$ cat config.mk
export PLATFORM = sky130hd
export DESIGN_NAME = matmul_job_controller
export DESIGN_NICKNAME = d
export VERILOG_FILES = /design/src/rtl/matmul_pkg.sv /design/src/rtl/matmul_tile_loader.sv /design/src/rtl/matmul_job_controller.sv
export SDC_FILE = /design/constraint.sdc
export NUM_CORES = 1
export LEC_CHECK = 0
export ABC_CLOCK_PERIOD_IN_PS = 5800
export BUFFER_PORTS_ARGS = -buffer_cell sky130_fd_sc_hd__buf_2
export CORE_ASPECT_RATIO = 0.5
export CORE_MARGIN = 2
export CORE_UTILIZATION = 28
export CTS_BUF_LIST = sky130_fd_sc_hd__clkbuf_4 sky130_fd_sc_hd__clkbuf_8
export CTS_CLUSTER_SIZE = 24
export DETAILED_ROUTE_END_ITERATION = 10
export GPL_ROUTABILITY_DRIVEN = 0
export PLACE_DENSITY = 0.52
export SLEW_MARGIN = 30
export SYNTH_ARGS = -nofsm -noshare
export SYNTH_HDL_FRONTEND = slang
export SYNTH_SLANG_ARGS = --single-unit
$ cat constraint.sdc
create_clock -name clk -period 5.8 [get_ports clk]
set_input_delay 1.16 -clock clk [delete_from_list [all_inputs] [get_ports clk]]
set_output_delay 1.16 -clock clk [all_outputs]
set_load 0.03 [all_outputs]
$ cat src/rtl/matmul_pkg.sv
// Shared definitions for the matmul job controller and the systolic multiplier:
// controller state encoding, phase lengths and flat-matrix packing helpers.
package matmul_pkg;

  typedef enum logic [1:0] {
    IDLE  = 2'd0,
    LOAD  = 2'd1,
    RUN   = 2'd2,
    DRAIN = 2'd3
  } state_e;

  // LOAD issues 2N reads and needs one extra cycle to capture the last one.
  function automatic int unsigned load_cycles(input int unsigned n);
    return 2 * n + 1;
  endfunction

  // Cycles the array is released before its accumulators are final.
  function automatic int unsigned run_cycles(input int unsigned n);
    return 3 * n;
  endfunction

  // Bit offset of element (i,j) in a flat row-major n x n matrix of w-bit elements.
  function automatic int unsigned elem_lsb(input int unsigned i, input int unsigned j,
                                           input int unsigned n, input int unsigned w);
    return w * (i * n + j);
  endfunction

endpackage

$ cat src/rtl/matmul_tile_loader.sv
// Tile loader: while load_active, issues 2N buffer reads (A rows then B rows)
// and captures each returned row one cycle later into the flat arr_a / arr_b
// registers. load_done marks the final, capture-only cycle of LOAD.
module matmul_tile_loader
  import matmul_pkg::*;
#(
  parameter int N        = 2,
  parameter int OP_WIDTH = 8,
  parameter int ADDR_W   = 16
) (
  input  logic                      clk,
  input  logic                      reset,
  input  logic                      load_active,
  input  logic [ADDR_W-1:0]         a_base,
  input  logic [ADDR_W-1:0]         b_base,
  output logic                      rd_en,
  output logic [ADDR_W-1:0]         rd_addr,
  input  logic [N*OP_WIDTH-1:0]     rd_data,
  output logic [N*N*OP_WIDTH-1:0]   arr_a,
  output logic [N*N*OP_WIDTH-1:0]   arr_b,
  output logic                      load_done
);

  localparam int CNT_W = $clog2(3 * N + 1);
  localparam int ROW_W = N * OP_WIDTH;
  localparam logic [CNT_W-1:0] READS     = CNT_W'(2 * N);
  localparam logic [CNT_W-1:0] LOAD_LAST = CNT_W'(load_cycles(N) - 1);
  localparam logic [CNT_W-1:0] N_CNT     = CNT_W'(N);

  logic [CNT_W-1:0]        cnt_q, cnt_d;
  logic [CNT_W-1:0]        cap_row_q, cap_row_d;
  logic                    cap_valid_q, cap_valid_d;
  logic [N*N*OP_WIDTH-1:0] arr_a_q, arr_a_d;
  logic [N*N*OP_WIDTH-1:0] arr_b_q, arr_b_d;
  logic [N-1:0]            a_row_we;
  logic [N-1:0]            b_row_we;

  assign rd_en     = load_active && (cnt_q < READS);
  assign load_done = load_active && (cnt_q == LOAD_LAST);
  // Read index 0..N-1 addresses A rows, N..2N-1 addresses B rows; sums wrap mod 2^ADDR_W.
  assign rd_addr   = (cnt_q < N_CNT) ? a_base + ADDR_W'(cnt_q)
                                     : b_base + ADDR_W'(cnt_q - N_CNT);
  assign arr_a     = arr_a_q;
  assign arr_b     = arr_b_q;

  // Per-row write enables for the capture stage.
  generate
    for (genvar gi = 0; gi < N; gi++) begin : g_row_we
      assign a_row_we[gi] = cap_valid_q && (cap_row_q == CNT_W'(gi));
      assign b_row_we[gi] = cap_valid_q && (cap_row_q == CNT_W'(gi + N));
    end
  endgenerate

  // Next-state: advance read counter, pipeline read index, capture returned row.
  always_comb begin
    cnt_d       = (load_active && !load_done) ? cnt_q + CNT_W'(1) : '0;
    cap_valid_d = rd_en;
    cap_row_d   = cnt_q;
    arr_a_d     = arr_a_q;
    arr_b_d     = arr_b_q;
    for (int i = 0; i < N; i++) begin
      if (a_row_we[i]) arr_a_d[elem_lsb(i, 0, N, OP_WIDTH) +: ROW_W] = rd_data;
      if (b_row_we[i]) arr_b_d[elem_lsb(i, 0, N, OP_WIDTH) +: ROW_W] = rd_data;
    end
  end

  // Loader registers; matrices hold their contents until the next capture.
  always_ff @(posedge clk) begin
    if (reset) begin
      cnt_q       <= '0;
      cap_row_q   <= '0;
      cap_valid_q <= 1'b0;
      arr_a_q     <= '0;
      arr_b_q     <= '0;
    end else begin
      cnt_q       <= cnt_d;
      cap_row_q   <= cap_row_d;
      cap_valid_q <= cap_valid_d;
      arr_a_q     <= arr_a_d;
      arr_b_q     <= arr_b_d;
    end
  end

endmodule

$ cat src/rtl/matmul_job_controller.sv
// Matmul job controller: accepts a command with A/B/C base addresses, loads
// the tiles (array held in reset), releases the array for the compute window,
// drains N accumulator rows to the buffer under backpressure, pulses done.
// Optional build macro: PERF_COUNTERS_EN adds perf_jobs / perf_stall outputs.
module matmul_job_controller
  import matmul_pkg::*;
#(
  parameter int N         = 2,
  parameter int OP_WIDTH  = 8,
  parameter int ACC_WIDTH = 32,
  parameter int ADDR_W    = 16
) (
  input  logic                        clk,
  input  logic                        reset,
  input  logic                        cmd_valid,
  output logic                        cmd_ready,
  input  logic [ADDR_W-1:0]           cmd_a_addr,
  input  logic [ADDR_W-1:0]           cmd_b_addr,
  input  logic [ADDR_W-1:0]           cmd_c_addr,
  output logic                        rd_en,
  output logic [ADDR_W-1:0]           rd_addr,
  input  logic [N*OP_WIDTH-1:0]       rd_data,
  output logic                        arr_reset,
  output logic [N*N*OP_WIDTH-1:0]     arr_a,
  output logic [N*N*OP_WIDTH-1:0]     arr_b,
  output logic [$clog2(N)-1:0]        acc_row_sel,
  input  logic [N*ACC_WIDTH-1:0]      acc_row_data,
  output logic                        wr_valid,
  input  logic                        wr_ready,
  output logic [ADDR_W-1:0]           wr_addr,
  output logic [N*ACC_WIDTH-1:0]      wr_data,
  output logic                        busy,
  output logic                        done
`ifdef PERF_COUNTERS_EN
  ,
  output logic [31:0]                 perf_jobs,
  output logic [31:0]                 perf_stall
`endif
);

  localparam int CNT_W = $clog2(3 * N + 1);
  localparam int SEL_W = $clog2(N);
  localparam logic [CNT_W-1:0] RUN_LAST = CNT_W'(run_cycles(N) - 1);
  localparam logic [SEL_W-1:0] ROW_LAST = SEL_W'(N - 1);

  state_e              state_q, state_d;
  logic [CNT_W-1:0]    run_cnt_q, run_cnt_d;
  logic [SEL_W-1:0]    row_q, row_d;
  logic [ADDR_W-1:0]   a_addr_q, a_addr_d;
  logic [ADDR_W-1:0]   b_addr_q, b_addr_d;
  logic [ADDR_W-1:0]   c_addr_q, c_addr_d;
  logic                done_q, done_d;
  logic                load_done;
  logic                wr_fire;

  assign cmd_ready   = (state_q == IDLE);
  assign busy        = (state_q != IDLE);
  assign arr_reset   = (state_q == IDLE) || (state_q == LOAD);
  assign wr_valid    = (state_q == DRAIN);
  assign wr_fire     = wr_valid && wr_ready;
  assign acc_row_sel = row_q;
  assign wr_addr     = c_addr_q + ADDR_W'(row_q);
  assign wr_data     = acc_row_data;
  assign done        = done_q;

  matmul_tile_loader #(
    .N        (N),
    .OP_WIDTH (OP_WIDTH),
    .ADDR_W   (ADDR_W)
  ) u_loader (
    .clk         (clk),
    .reset       (reset),
    .load_active (state_q == LOAD),
    .a_base      (a_addr_q),
    .b_base      (b_addr_q),
    .rd_en       (rd_en),
    .rd_addr     (rd_addr),
    .rd_data     (rd_data),
    .arr_a       (arr_a),
    .arr_b       (arr_b),
    .load_done   (load_done)
  );

  // Job sequencing: IDLE -> LOAD -> RUN -> DRAIN -> IDLE (with done pulse).
  always_comb begin
    state_d   = state_q;
    run_cnt_d = run_cnt_q;
    row_d     = row_q;
    a_addr_d  = a_addr_q;
    b_addr_d  = b_addr_q;
    c_addr_d  = c_addr_q;
    done_d    = 1'b0;
    case (state_q)
      IDLE: begin
        if (cmd_valid) begin
          a_addr_d = cmd_a_addr;
          b_addr_d = cmd_b_addr;
          c_addr_d = cmd_c_addr;
          state_d  = LOAD;
        end
      end
      LOAD: begin
        if (load_done) begin
          run_cnt_d = '0;
          state_d   = RUN;
        end
      end
      RUN: begin
        if (run_cnt_q == RUN_LAST) begin
          run_cnt_d = '0;
          row_d     = '0;
          state_d   = DRAIN;
        end else begin
          run_cnt_d = run_cnt_q + CNT_W'(1);
        end
      end
      DRAIN: begin
        if (wr_fire) begin
          if (row_q == ROW_LAST) begin
            row_d   = '0;
            done_d  = 1'b1;
            state_d = IDLE;
          end else begin
            row_d = row_q + SEL_W'(1);
          end
        end
      end
      default: state_d = IDLE;
    endcase
  end

  // Controller state registers.
  always_ff @(posedge clk) begin
    if (reset) begin
      state_q   <= IDLE;
      run_cnt_q <= '0;
      row_q     <= '0;
      a_addr_q  <= '0;
      b_addr_q  <= '0;
      c_addr_q  <= '0;
      done_q    <= 1'b0;
    end else begin
      state_q   <= state_d;
      run_cnt_q <= run_cnt_d;
      row_q     <= row_d;
      a_addr_q  <= a_addr_d;
      b_addr_q  <= b_addr_d;
      c_addr_q  <= c_addr_d;
      done_q    <= done_d;
    end
  end

`ifdef PERF_COUNTERS_EN
  logic [31:0] perf_jobs_q, perf_jobs_d;
  logic [31:0] perf_stall_q, perf_stall_d;

  assign perf_jobs  = perf_jobs_q;
  assign perf_stall = perf_stall_q;

  // Saturating job and drain-stall counters.
  always_comb begin
    perf_jobs_d  = perf_jobs_q;
    perf_stall_d = perf_stall_q;
    if (done_q && (perf_jobs_q != '1)) perf_jobs_d = perf_jobs_q + 32'd1;
    if ((state_q == DRAIN) && !wr_ready && (perf_stall_q != '1)) perf_stall_d = perf_stall_q + 32'd1;
  end

  // Performance counter registers.
  always_ff @(posedge clk) begin
    if (reset) begin
      perf_jobs_q  <= '0;
      perf_stall_q <= '0;
    end else begin
      perf_jobs_q  <= perf_jobs_d;
      perf_stall_q <= perf_stall_d;
    end
  end
`endif

endmodule

==> summary.md <==
| Metric | Value |
|---|---|
| Clock buffer depth | 2 |
| Initial DRC Count | between 200 and 300 |
| Type of the worst setup path | flop to output port |
| Slew Viols, Final | 0 |
| Die area | 0.0246 mm² |
| LEAKAGE | 0.00322 µW |
| Post-layout min period | 4.54 ns |
| Crit-path cells | inv_1 > ha_1 > inv_1 > or4_1 > o21ai_1 > o21ai_1 > and3b_1 > o31ai_1 > buf_2 |
| Rel. slew slack | about half |
| Max incr delay on CP | 0.60 ns |
| Post-Place Setup Slack | ~1.7 ns |
| WP buf/inv | 3 |
| CTS tree | built |
| Worst slew pin tran | 0.720 ns |
| CTS resizes | 0 |
| Detailed placement HPWL | 14,100 µm |
| I/O Buffers | 170 |
| Post-synth EDFFs | 0 |
| Unrepaired setup endpoints after global routing | no |
| Fill cell count | 2,467 |
| Worst endpoint required time | 4.64 ns |
| Crit-path leading delay family | buffers and inverters |
| Max Cap Viol | 0 |
| Diodes inserted | 0 |
| Layout Skew | 0.0112 ns |
| Routed vias | 5,849 |
| Sequential area share after synthesis | 38.7% |
| Grt ovf | 0 |
| Total Routed Length | 19,100 µm |
| Die W | 220 µm |
| Nets | 1,087 |
| First-pass GRT wire length | 29,900 µm |
| Seq cells post-synth | 126 |
| P&R area growth vs syn | 15.8% |
| Inserted Clock Buffers | 17 |
| H-tree levels | 4 |
| Max Clock Freq | 0.220 GHz |
| Detail Route Antenna Nets | 0 |
| # hold bufs at CTS | 0 |
| Peak VDD IR | ~190 µV |
| Synthesized area | 0.00652 mm² |
| Count of different cell masters after synthesis | between 50 and 60 |
| Worst hold path type | flop to flop |
| Post-Layout Cell Count | 1,257 |
| Site Rows | 39 |
| Core Region | 0.0228 mm² |
| Register area | between 0.002 and 0.003 mm² |
| Gr usage total | 15.6% |
| CP max stage cell | ha_1 |
| Post-synth top flop | dfxtp_1 |
| Synth Area per Inst | 7.59 µm² |
| Pwr/cell area | 371 mW/mm² |
| Asr flop ratio synth | 0% |
| Cell area after placement | 0.00713 mm² |
| Setup bufs post-CTS | 0 |
| Clk slew on worst S/H paths | 0.07 ns |
| Vias in the first global route | between 5k and 6k |
| Initial Util | between 20% and 30% |
| Num Clock Sinks | roughly 130 |
| Worst Slack Setup Final | between 1 and 1.5 ns |
| Largest net degree at the start of global routing | 67 |
| Final hold vios | 0 |
| IO Pins | approximately 300 |
| Die span in y | 112 µm |
| Post-Syn Instances | 859 |
| Share of cells above drive strength 1 | 23.5% |
| Post-route cell area | around 0.0075 mm² |
| Synthesis warning total | 0 |
| Tcrit/Tclk final | 78.2% |
| WL per Instance | 15.2 µm |
| DRC Markers | 0 |
| Syn nets | 1,009 |
| Clk root buf | clkbuf_8 |
| Post-Route Setup TNS | 0 ns |
| CP arrival | 3.38 ns |
| Multi-input logic area | 0.00325 mm² |
| Vias per inst | 4.65 |
| Status | finished, final reports clean |
| Final setup violation count | 0 |
| Startpoint Class | flop |
| Worst-path maximum fanout | 20 |
| TritonRoute pass-1 iters | 5 |
| Crit path capture type | output port |
| Dpl cells | 1,225 |
| Min Hold Slack | 0.455 ns |
| Initial antenna violation count | 1 |
| Clock Latency Late Sink | between 0.4 and 0.5 ns |
==> sequential cells by signal, summed over array words and instances (netlist names) <==
signal and flops:
a_addr_q 16, acc_row_sel 1, b_addr_q 16, c_addr_q 16, done 1, run_cnt_q 3
state_q 2, u_loader.arr_a 32, u_loader.arr_b 32, u_loader.cap_row_d 3, u_loader.cap_row_q 3, u_loader.cap_valid_q 1
==> cell type report <==
type	instances	share of cell area, %
multi-input cells	600	43.1
well taps	307	5.09
repair buffers	175	12.1
clock buffers	18	3.28
flip-flops and latches	126	33.4
inverters	17	0.845
clock inverters	14	2.22
==> power by group <==
part	internal, µW	leakage, µW	switching (µW)	total, µW
clock network	436	0.000205	379	815
logic	325	0.00199	592	917
registers	954	0.00102	111	1070
==> worst min-delay path: cells and delay by family, from the launching register on <==
family | cells | cell delay (ns)
DFF | 1 | 0.31
and+or+nand+nor | 1 | 0.05
AOI/OAI and AO/OA | 1 | 0.05
==> synth_stat cells, types with 2 or more instances <==
library cell	instances	area, µm²
o21bai_1	2	15.0
nand3_1	18	90.1
buf_2	5	25.0
o21ai_1	6	30.0
a21o_1	4	30.0
o21ai_0	4	20.0
o211ai_1	2	15.0
o22ai_1	4	25.0
a211oi_1	2	15.0
o32ai_2	2	32.5
mux2_2	2	22.5
mux2i_1	8	80.1
a21boi_0	3	22.5
nand2b_1	6	37.5
nand4_1	9	56.3
or3b_1	2	17.5
and3_1	4	25.0
buf_4	65	488
or2_2	3	18.8
dfxtp_1	126	2520
nor3_1	4	20.0
and2_1	4	25.0
nor2b_1	4	25.0
nor3b_1	3	22.5
nor2_1	28	105
xnor2_1	18	158
xor2_1	19	166
nand2_1	260	976
and4_1	2	17.5
fa_1	2	40.0
nand3b_1	5	37.5
clkbuf_1	44	165
ha_1	16	200
or3_1	2	12.5
a22oi_1	6	45.0
a21oi_1	129	646
inv_1	17	63.8
==> cells by family after synthesis <==
logic type | after synthesis | share of synthesized area, %
xor+xnor | 37 | 4.97
buf+inv | 133 | 11.6
simple gates | 360 | 23.6
mux | 10 | 1.57
fa+ha+maj | 18 | 3.69
flops | 126 | 38.7
compound gates | 175 | 15.9
==> cell usage in the layout (no fill, tap or decap), types with 4 or more instances in the layout <==
cell      synthesis  layout
inv_1            17      17
clkinv_2          0       4
xor2_1           19      19
clkbuf_8          0      18
and3_1            4       4
a21o_1            4       4
buf_2             5     169
o22ai_1           4       4
nor2_1           28      26
buf_4            65       5
ha_1             16      16
nand3_1          18      18
nand2_1         260     260
dfxtp_1         126     126
a22oi_1           6       6
nand4_1           9       9
and2_1            4       4
o21ai_0           4       4
o21ai_1           6       6
xnor2_1          18      18
nor2b_1           4       4
nand3b_1          5       5
mux2i_1           8       8
nand2b_1          6       6
a21oi_1         129     129
==> final timing paths <==
check | to | slack, ns | startpoint | cells after the start
setup / recovery | rd_addr[10] | 1.26 | u_loader.cap_row_d[1]$_SDFF_PP0_ | 9
hold / removal | u_loader.arr_b[29]$_SDFFE_PP0P_ | 0.45 | u_loader.arr_b[29]$_SDFFE_PP0P_ | 2
setup reg to reg | b_addr_q[1]$_SDFFE_PP0P_ | 3.91 | state_q[0]$_SDFFE_PP0P_ | 7
hold reg to reg | u_loader.arr_b[29]$_SDFFE_PP0P_ | 0.45 | u_loader.arr_b[29]$_SDFFE_PP0P_ | 2
==> metal layers <==
layer / track usage [%] / routed length [µm] / vias up
met4: 4.61 / 234 / 2
met2: 26.0 / 9200 / 138
met3: 4.64 / 1270 / 28
met1: 19.4 / 8390 / 2754
met5: 0 / 16 / -
li1: - / - / 2927
==> metrics by stage <==
| step | total power [µW] | utilization (%) |
|---|---|---|
| detailed placement | 2010 | 31.2 |
| CTS | 2840 | 33.1 |
| finish | 2800 | 33.1 |
| floorplan | 1820 | - |
| global route | 2980 | 33.1 |
| global placement | 1980 | 31.1 |
No activity file was read; power rests on OpenSTA's default activity.
